## config.mk

```make
export PLATFORM = sky130hd
export DESIGN_NAME = i2c_txn_arbiter
export DESIGN_NICKNAME = d
export VERILOG_FILES = /design/src/rtl/i2c_pkg.sv /design/src/rtl/i2c_rr_pick.sv /design/src/rtl/i2c_txn_arbiter.sv
export SDC_FILE = /design/constraint.sdc
export NUM_CORES = 1
export LEC_CHECK = 0
export CAP_MARGIN = 40
export CORE_ASPECT_RATIO = 1.2
export CORE_UTILIZATION = 50
export DETAILED_ROUTE_END_ITERATION = 16
export DONT_BUFFER_PORTS = 1
export PLACE_DENSITY_LB_ADDON = 0.3
export SYNTH_ARGS = -nofsm -noshare
export SYNTH_HDL_FRONTEND = slang
export SYNTH_SLANG_ARGS = --single-unit
export TNS_END_PERCENT = 5
```

## constraint.sdc

```tcl
create_clock -name clk -period 1.8 [get_ports clk]
set_input_delay 0.27 -clock clk [delete_from_list [all_inputs] [get_ports clk]]
set_output_delay 0.27 -clock clk [all_outputs]
set_load 0.03 [all_outputs]
```

## src/rtl/i2c_pkg.sv

```systemverilog
// Shared encodings for the I2C transaction arbiter: master state codes,
// arbiter FSM states and the default launch timeout.
package i2c_pkg;

  localparam int LAUNCH_TIMEOUT_DEF = 255;

  typedef enum logic [3:0] {
    MS_IDLE           = 4'd0,
    MS_START          = 4'd1,
    MS_SEND_ADDR      = 4'd2,
    MS_CHECK_ACK_ADDR = 4'd3,
    MS_SEND_DATA      = 4'd4,
    MS_CHECK_ACK_DATA = 4'd5,
    MS_READ_DATA      = 4'd6,
    MS_SEND_ACK       = 4'd7,
    MS_STOP           = 4'd8
  } master_state_e;

  typedef enum logic [1:0] {
    ARB_IDLE,
    ARB_LAUNCH,
    ARB_BUSY,
    ARB_DONE
  } arb_state_e;

endpackage

```

## src/rtl/i2c_rr_pick.sv

```systemverilog
// Two-way round-robin pick: ptr names the requester favoured on contention.
module i2c_rr_pick (
  input  logic [1:0] req,
  input  logic       ptr,
  output logic [1:0] gnt
);

  always_comb begin
    gnt = req;
    if (req == 2'b11) gnt = ptr ? 2'b10 : 2'b01;
  end

endmodule

```

## src/rtl/i2c_txn_arbiter.sv

```systemverilog
// Arbitrates two transaction requesters onto one I2C master: latches the
// winner's transaction, launches it, tracks completion/NACK and reports done.
module i2c_txn_arbiter import i2c_pkg::*; #(
  parameter int ADDR_LEN       = 7,
  parameter int DATA_LEN       = 8,
  parameter int LAUNCH_TIMEOUT = LAUNCH_TIMEOUT_DEF
) (
  input  logic                  clk,
  input  logic                  rst_n,
  input  logic                  req_0,
  input  logic                  req_1,
  input  logic [ADDR_LEN-1:0]   addr_0,
  input  logic [ADDR_LEN-1:0]   addr_1,
  input  logic                  rw_0,
  input  logic                  rw_1,
  input  logic                  len_0,
  input  logic                  len_1,
  input  logic [2*DATA_LEN-1:0] wdata_0,
  input  logic [2*DATA_LEN-1:0] wdata_1,
  output logic                  gnt_0,
  output logic                  gnt_1,
  output logic                  done_0,
  output logic                  done_1,
  output logic                  err,
  output logic [2*DATA_LEN-1:0] rdata,
  output logic                  start,
  output logic [ADDR_LEN-1:0]   add_reg,
  output logic                  R_W,
  output logic [DATA_LEN-1:0]   data_1,
  output logic [DATA_LEN-1:0]   data_2,
  output logic                  ack_3p,
  input  logic                  free,
  input  logic [3:0]            state_master,
  input  logic [DATA_LEN-1:0]   dout_1,
  input  logic [DATA_LEN-1:0]   dout_2
);

  localparam logic [7:0] TIMEOUT8 = 8'(LAUNCH_TIMEOUT);

  arb_state_e state, state_next;
  logic [1:0] gnt, pick;
  logic       ptr, nack, to_err, load, timeout, sm_nack, fail;
  logic [7:0] cnt;
  logic [3:0] prev_sm;
  logic [2*DATA_LEN-1:0] wsel;

  i2c_rr_pick u_pick (
    .req ({req_1, req_0}),
    .ptr (ptr),
    .gnt (pick)
  );

  assign wsel    = pick[1] ? wdata_1 : wdata_0;
  assign sm_nack = (state == ARB_BUSY) && (prev_sm == 4'(MS_CHECK_ACK_ADDR))
                   && (state_master == 4'(MS_STOP));

  always_ff @(posedge clk or negedge rst_n) begin
    if (!rst_n) state <= ARB_IDLE;
    else        state <= state_next;
  end

  always_comb begin
    state_next = state;
    load       = 1'b0;
    timeout    = 1'b0;
    case (state)
      ARB_IDLE: if (free && |pick) begin
        load       = 1'b1;
        state_next = ARB_LAUNCH;
      end
      ARB_LAUNCH: begin
        if (!free) state_next = ARB_BUSY;
        else if (cnt + 8'd1 == TIMEOUT8) begin
          timeout    = 1'b1;
          state_next = ARB_DONE;
        end
      end
      ARB_BUSY: if (free) state_next = ARB_DONE;
      ARB_DONE: state_next = ARB_IDLE;
      default:  state_next = ARB_IDLE;
    endcase
  end

  // Transaction fields are loaded only at grant, so they hold through DONE.
  always_ff @(posedge clk or negedge rst_n) begin
    if (!rst_n) begin
      gnt     <= '0;
      start   <= 1'b0;
      add_reg <= '0;
      R_W     <= 1'b0;
      data_1  <= '0;
      data_2  <= '0;
      ack_3p  <= 1'b0;
      cnt     <= '0;
      nack    <= 1'b0;
      to_err  <= 1'b0;
      ptr     <= 1'b0;
      prev_sm <= '0;
    end else begin
      prev_sm <= state_master;
      if (load) begin
        gnt     <= pick;
        start   <= 1'b1;
        add_reg <= pick[1] ? addr_1 : addr_0;
        R_W     <= pick[1] ? rw_1 : rw_0;
        ack_3p  <= pick[1] ? len_1 : len_0;
        data_1  <= wsel[2*DATA_LEN-1:DATA_LEN];
        data_2  <= wsel[DATA_LEN-1:0];
        cnt     <= '0;
      end
      if (state == ARB_LAUNCH) begin
        cnt <= cnt + 8'd1;
        if (state_next != ARB_LAUNCH) start <= 1'b0;
      end
      if (timeout) to_err <= 1'b1;
      if (sm_nack) nack <= 1'b1;
      if (state == ARB_DONE) begin
        gnt    <= '0;
        nack   <= 1'b0;
        to_err <= 1'b0;
        cnt    <= '0;
        ptr    <= gnt[0];
      end
    end
  end

  assign fail   = nack || to_err;
  assign gnt_0  = gnt[0];
  assign gnt_1  = gnt[1];
  assign done_0 = (state == ARB_DONE) && gnt[0];
  assign done_1 = (state == ARB_DONE) && gnt[1];
  assign err    = (state == ARB_DONE) && fail;
  // Failed transactions carry no read data.
  assign rdata  = (state == ARB_DONE && R_W && !fail) ? {dout_1, dout_2} : '0;

endmodule
```

==> results of run 1 <==
==> layer usage <==
metal / routed length (um) / part of all wire (%) / global-route usage, % / vias to the layer above
met5: 0 / 0 / 0 / -
met4: 68 / 1.5 / 8.53 / 0
met3: 301 / 6.7 / 5.15 / 7
met2: 2400 / 54 / 35.3 / 72
met1: 1700 / 38 / 21.9 / 764
li1: - / - / - / 830
==> repair_timing <==
item	in CTS	in global routing
setup endpoints to repair	0	18
hold buffers	6	0
hold endpoints to repair	49	0
gates resized for setup	0	6
==> power groups by stage <==
| stage | clock network [uW] | registers, uW | logic [uW] |
|---|---|---|---|
| after global routing | 662 | 2190 | 817 |
| after detailed placement | 0 | 2160 | 688 |
| after floorplan | 0 | 2080 | 534 |
| after CTS | 620 | 2150 | 718 |
| after global placement | 0 | 2160 | 654 |
| final | 600 | 2150 | 710 |
==> path summary, 6_finish.rpt <==
check / startpoint / endpoint / slack, ns / cells after the start
worst max-delay path: to_err$_DFFE_PN0P_ / rdata[3] / 0.1 / 6
worst min-delay path: free / state[0]$_DFF_PN0_ / 0.07 / 2
worst max register to register: cnt[0]$_DFFE_PN0P_ / state[1]$_DFF_PN0_ / 0.13 / 6
worst min register to register: cnt[7]$_DFFE_PN0P_ / cnt[7]$_DFFE_PN0P_ / 0.50 / 1
max in group asynchronous: rst_n / R_W$_DFFE_PN0P_ / 1.10 / 2
min in group asynchronous: rst_n / cnt[3]$_DFFE_PN0P_ / 0.47 / 2
==> logic make-up (layout without fill, tap and decap cells) <==
group / after synthesis / count (layout) / share of synthesized area [%]
adders and majority gates: 2 / 2 / 1.13
DFF: 45 / 45 / 50.7
AOI/OAI and AO/OA: 54 / 54 / 13.9
muxes: 25 / 25 / 11.3
xor gates and xnor gates: 2 / 2 / 0.789
and+or+nand+nor: 83 / 83 / 19.3
buffers and inverters: 14 / 41 / 2.93
==> critical path, stage by stage (launching register included) <==
cell,delay [ns]
dfrtp_1,0.40
nor2_2,0.13
nand2_1,0.06
nor2_1,0.08
buf_4,0.17
and2_1,0.16
buf_6,0.14
==> per-stage QoR <==
stage | total power (uW) | area, um2
after global routing | 3670 | 2620
after floorplan | 2610 | 2220
after CTS | 3490 | 2610
final | 3460 | 2620
after global placement | 2820 | 2450
after detailed placement | 2850 | 2450
==> cells in the final DEF (no fill, tap or decap), types with 2 or more instances in the layout <==
cell and n:
and2_1 16, dlygate4sd3_1 5, mux2i_1 25, clkbuf_8 5
a21o_1 2, buf_12 2, nand2b_1 3, and3_1 3
nand3_1 4, nor2_2 2, inv_1 4, nand2_1 32
o31ai_1 2, clkbuf_1 2, nor2_1 12, o21ai_0 36
dfrtp_2 3, buf_4 20, a21oi_1 5, o22ai_1 2
dfrtp_1 42
==> final cells by class <==
class	count	area share [%]
clock buffers	7	2.91
inverters	4	0.573
multi-input cells	166	39.8
flip-flops and latches	45	43.1
clock inverters	1	0.286
repair buffers	29	10.6
well taps	56	2.67
==> impl_metrics.py, run 1 <==
metrics = {
    "pwr": {
        "p_comb_share_pct": 20.5,
        "power_switching_share_pct": 44.7,
        "internal_power_uw": 1910,
        "power.density_nw_per_um2": 1320,
        "clockPowerShare_pct": 17.4,
        "power_switching_uw": 1550,
        "ir_worst_vdd_mv": 0.811,
        "leakage_uw": 0.00132,
        "seqPwrFrac_pct": 62.1,
    },
    "critical_path": {
        "critical_path_required_ns": 1.53,
        "critPathCaptureType": "primary output",
        "crit_fanout": 16,
        "cp-start-kind": "flop",
        "worstSetupPathType": "flop to primary output",
        "arrival_ns": 1.43,
    },
    "routing": {
        "antenna_left": 0,
        "postRouteWirelength_mm": 4.47,
        "drc_errors": 0,
        "viasPerCell": 5.43,
        "vias": 1673,
        "wire_per_inst_um": 14.5,
        "first_pass_iters": 4,
        "drt_iter0_drc": 95,
    },
    "synthesis": {
        "synth_warnings": 0,
        "synth_top_area_share_pct": 50.7,
        "synth-edff-count": 0,
        "ys_seq_area_share_pct": 50.7,
        "synth_seq_cells": 45,
        "synth_common_cells": "dfrtp_1 (45), o21ai_0 (37), nand2_1 (32)",
        "syn_area_um2": 2220,
        "synthTopCellsByArea": "dfrtp_1 (51%), mux2i_1 (11%), o21ai_0 (8.3%), nand2_1 (5.4%), and2_1 (4.5%)",
        "postSynthAreaPerCell_um2": 9.87,
        "async_reset_ff_share_pct": 100,
        "synth_cell_type_count": 38,
        "synthFlopType": "dfrtp_1",
        "synth_nets": 302,
        "yosysMostFrequentCell": "dfrtp_1",
        "synth_area_leader_cell": "dfrtp_1",
        "post_synth_inst_count": 225,
    },
    "global_routing": {
        "antenna_found_initial": 0,
        "grt_usage_pct": 19.5,
        "grt_pass1_wl_mm": 6.94,
        "gr-total-overflow": 0,
        "grt_pass1_vias": 1504,
        "grt_start_max_net_pins": 49,
    },
    "timing": {
        "tightestPinTransition_ns": 0.368,
        "relSlewSlack_pct": 75.4,
        "rsz0062_at_grt": "no",
        "setup_viol": 0,
        "fin_worst_skew_ns": 0.00759,
        "finalSetupTns_ns": 0,
        "fin_ws_ns": 0.0981,
        "min_period_ns": 1.70,
        "finalHoldViolations": 0,
        "fin_crit_sh_pct": 94.6,
        "max_freq_mhz": 588,
        "slew_viol_final": 0,
        "hold_ws_ns": 0.0735,
    },
    "status": {
        "status": "completed",
    },
    "place": {
        "hpwl_mm": 3.27,
        "portBuffers": 0,
        "preCtsSetupSlack_ns": 0.126,
        "dp.cells": 294,
        "gp_congestion": 0.885,
    },
    "cts": {
        "clockBufferDepth": 2,
        "clk_pin_slew_ns": 0.08,
        "root_buffer": "clkbuf_8",
        "cts.sink_count": 45,
        "cts_tree": "done",
        "clkLatencyLatePin_ns": 0.29,
        "cts_buffers": 5,
        "cts_max_level": 2,
        "cts_setup_buffers": 0,
    },
    "cells_and_area": {
        "diodes": 0,
        "top_regs": "cnt x8, data_1 x8, data_2 x8",
        "layout.nets": 328,
        "fin_util_pct": 61.5,
        "fill_cells": 362,
        "final_cells": 308,
        "drive_gt1_share_pct": 16.3,
        "syn2layout_area_growth_pct": 18.2,
        "multiInputGateArea_um2": 1040,
        "regArea_um2": 1130,
    },
    "flow_run": {
        "cap_violations": 0,
    },
    "floorplanning": {
        "core_um2": 4260,
        "die_area_um2": 4710,
        "io_pins": 122,
        "die_x_um": 62.8,
        "chipHeight_um": 75.0,
        "rows": 26,
        "start_util_pct": 52.1,
    },
    "worst_hold_path": {
        "hold_class": "input pin to flop",
    },
}
Power figures use the tool's default switching activity.
==> run 2, diff against run 1 <==
Settings changed: CORE_ASPECT_RATIO 1.2 to 1.25.
==> run 2 against run 1 <==
Compared with the run above: clock power is 26% higher; cell area up 3.1%; critical path depth stayed put; maximum frequency fell by 3.5%; total power increased by 5.5%; utilization is 3.4 points higher; die area about the same; register-to-register slack barely moved; sequential power barely moved; sequential share of layout area is 1.3 points lower; clock-buffer cell count down 1; critical path type unchanged; largest power group unchanged.
==> impl_metrics.py, run 2 (synthesized netlist as in run 1, its figures left out) <==
metrics = {
    "status": {
        "status": "completed",
    },
    "critical_path": {
        "worstRegToRegCells": 6,
        "critical_path_required_ns": 1.53,
        "cp-start-kind": "flop",
        "worstSetupPathType": "flop to primary output",
        "critPathCaptureType": "primary output",
        "r2r_setup_slack_ns": 0.12,
        "r2r_start": "cnt[1]$_DFFE_PN0P_",
        "crit_fanout": 8,
        "timing.rr.end": "state[1]$_DFF_PN0_",
        "arrival_ns": 1.49,
    },
    "pwr": {
        "p_total_uw": 3650,
        "ir_worst_vdd_mv": 0.946,
        "internal_power_uw": 2070,
        "leakage_uw": 0.00136,
        "clockPowerShare_pct": 20.7,
        "power.density_nw_per_um2": 1350,
        "power_switching_share_pct": 43.4,
        "seqPwrFrac_pct": 59.1,
        "power_switching_uw": 1580,
        "p_comb_share_pct": 20.2,
    },
    "place": {
        "portBuffers": 0,
        "preCtsSetupSlack_ns": 0.133,
        "hpwl_mm": 3.41,
        "gp_congestion": 0.861,
    },
    "timing": {
        "relSlewSlack_pct": 75.3,
        "max_freq_mhz": 567,
        "fin_worst_skew_ns": 0.00344,
        "tightestPinTransition_ns": 0.371,
        "finalHoldViolations": 0,
        "setup_viol": 0,
        "fin_ws_ns": 0.0362,
        "fin_crit_sh_pct": 98.0,
        "min_period_ns": 1.76,
        "slew_viol_final": 0,
        "rsz0062_at_grt": "yes",
    },
    "routing": {
        "wire_per_inst_um": 15.5,
        "drc_errors": 0,
        "vias": 1710,
        "postRouteWirelength_mm": 4.80,
        "drt_iter0_drc": 99,
        "antenna_left": 0,
        "viasPerCell": 5.52,
        "first_pass_iters": 4,
    },
    "cts": {
        "cts.sink_count": 45,
        "cts_tree": "done",
        "clkLatencyLatePin_ns": 0.29,
        "clockBufferDepth": 2,
        "root_buffer": "clkbuf_8",
        "clk_pin_slew_ns": 0.08,
        "cts_buffers": 5,
        "cts_setup_buffers": 0,
        "cts_max_level": 2,
    },
    "cells_and_area": {
        "mostFrequentLayoutCell": "dfrtp_1",
        "drive_gt1_share_pct": 20.5,
        "syn2layout_area_growth_pct": 21.8,
        "final_cell_mix": "dfrtp_1 (42), o21ai_0 (36), nand2_1 (32), mux2i_1 (25), buf_4 (15)",
        "diodes": 0,
        "layout.nets": 330,
        "fill_cells": 360,
        "fin_util_pct": 64.9,
        "top_regs": "cnt x8, data_1 x8, data_2 x8",
    },
    "worst_hold_path": {
        "whs_path_depth": 2,
        "holdPathEnd": "state[0]$_DFF_PN0_",
        "hold_class": "input pin to flop",
        "hold_path.startpoint": "free",
    },
    "flow_run": {
        "cap_violations": 0,
    },
    "global_routing": {
        "gr-total-overflow": 0,
        "antenna_found_initial": 0,
        "grt_start_max_net_pins": 46,
        "grt_pass1_vias": 1645,
        "grt_usage_pct": 21.3,
        "grt_pass1_wl_mm": 7.50,
    },
    "floorplanning": {
        "core_um2": 4160,
        "io_pins": 122,
        "die_area_um2": 4710,
        "rows": 26,
        "die_x_um": 61.6,
        "chipHeight_um": 76.5,
        "start_util_pct": 53.3,
    },
}
==> run 2: cell types whose count changed in the layout (fill, tap and decap cells not counted), sizes merged <==
cell      previous run  this run
buf                 24        26
bufinv               0         1
clkbuf               7         6
clkinv               0         1
clkinvlp             1         0
==> run 2: per-stage QoR <==
step           cells  hold slack (ns)  TNS (ns)  cell area (um2)
2_1_floorplan    225          -0.0256         0             2220
3_3_place_gp     295          -0.0243         0             2440
3_5_place_dp     295          -0.0239         0             2440
4_1_cts          309           0.0725         0             2630
5_1_grt          310           0.0637    -0.626             2700
6_report         310           0.0761         0             2700
==> run 2: worst max-delay path, stage by stage, from the launching register on <==
cell	delay, ns
dfrtp_1	0.42
nor2_2	0.11
nand2_1	0.08
nor2_2	0.14
buf_4	0.16
and2_1	0.13
buf_4	0.16
==> run 2: final cells by class <==
type	instances	area [um2]	share of cell area (%)
repair buffers	31	312	11.5
multi-input cells	166	1060	39.4
flip-flops and latches	45	1130	41.8
well taps	56	70.1	2.59
clock buffers	6	72.6	2.69
inverters	4	15.0	0.556
clock inverters	2	38.8	1.44
==> run 2: metal layers <==
layer	vias up	routed length [um]	part of all wire, %	global-route usage, %
met3	9	340	7.1	6.45
met2	81	2540	53	35.6
li1	836	-	-	-
met5	-	0	0	0
met1	784	1850	38	24.8
met4	0	75	1.6	8.00
==> run 2: worst max-delay path by stage <==
stage	endpoint	slack (ns)	depth (start not counted)	startpoint
floorplan	rdata[10]	0.20	4	state[0]$_DFF_PN0_
global placement	state[1]$_DFF_PN0_	0.19	6	cnt[0]$_DFFE_PN0P_
detailed placement	state[1]$_DFF_PN0_	0.13	6	cnt[1]$_DFFE_PN0P_
CTS	rdata[6]	0.03	5	R_W$_DFFE_PN0P_
global route	rdata[3]	-0.06	6	nack$_DFFE_PN0P_
finish	rdata[2]	0.04	6	nack$_DFFE_PN0P_
==> run 2: what timing repair did <==
| item | CTS | global route |
|---|---|---|
| resized for setup | 0 | 23 |
| endpoints found under the setup margin | 0 | 16 |
| endpoints found under the hold margin | 49 | 0 |
| hold buffers | 6 | 0 |
==> run 2: power groups by stage <==
stage	sequential (uW)	combinational (uW)	clock (uW)
final	2160	739	754
after global routing	2210	852	811
after CTS	2160	719	764
after detailed placement	2170	688	0
after global placement	2170	651	0
after floorplan	2080	534	0
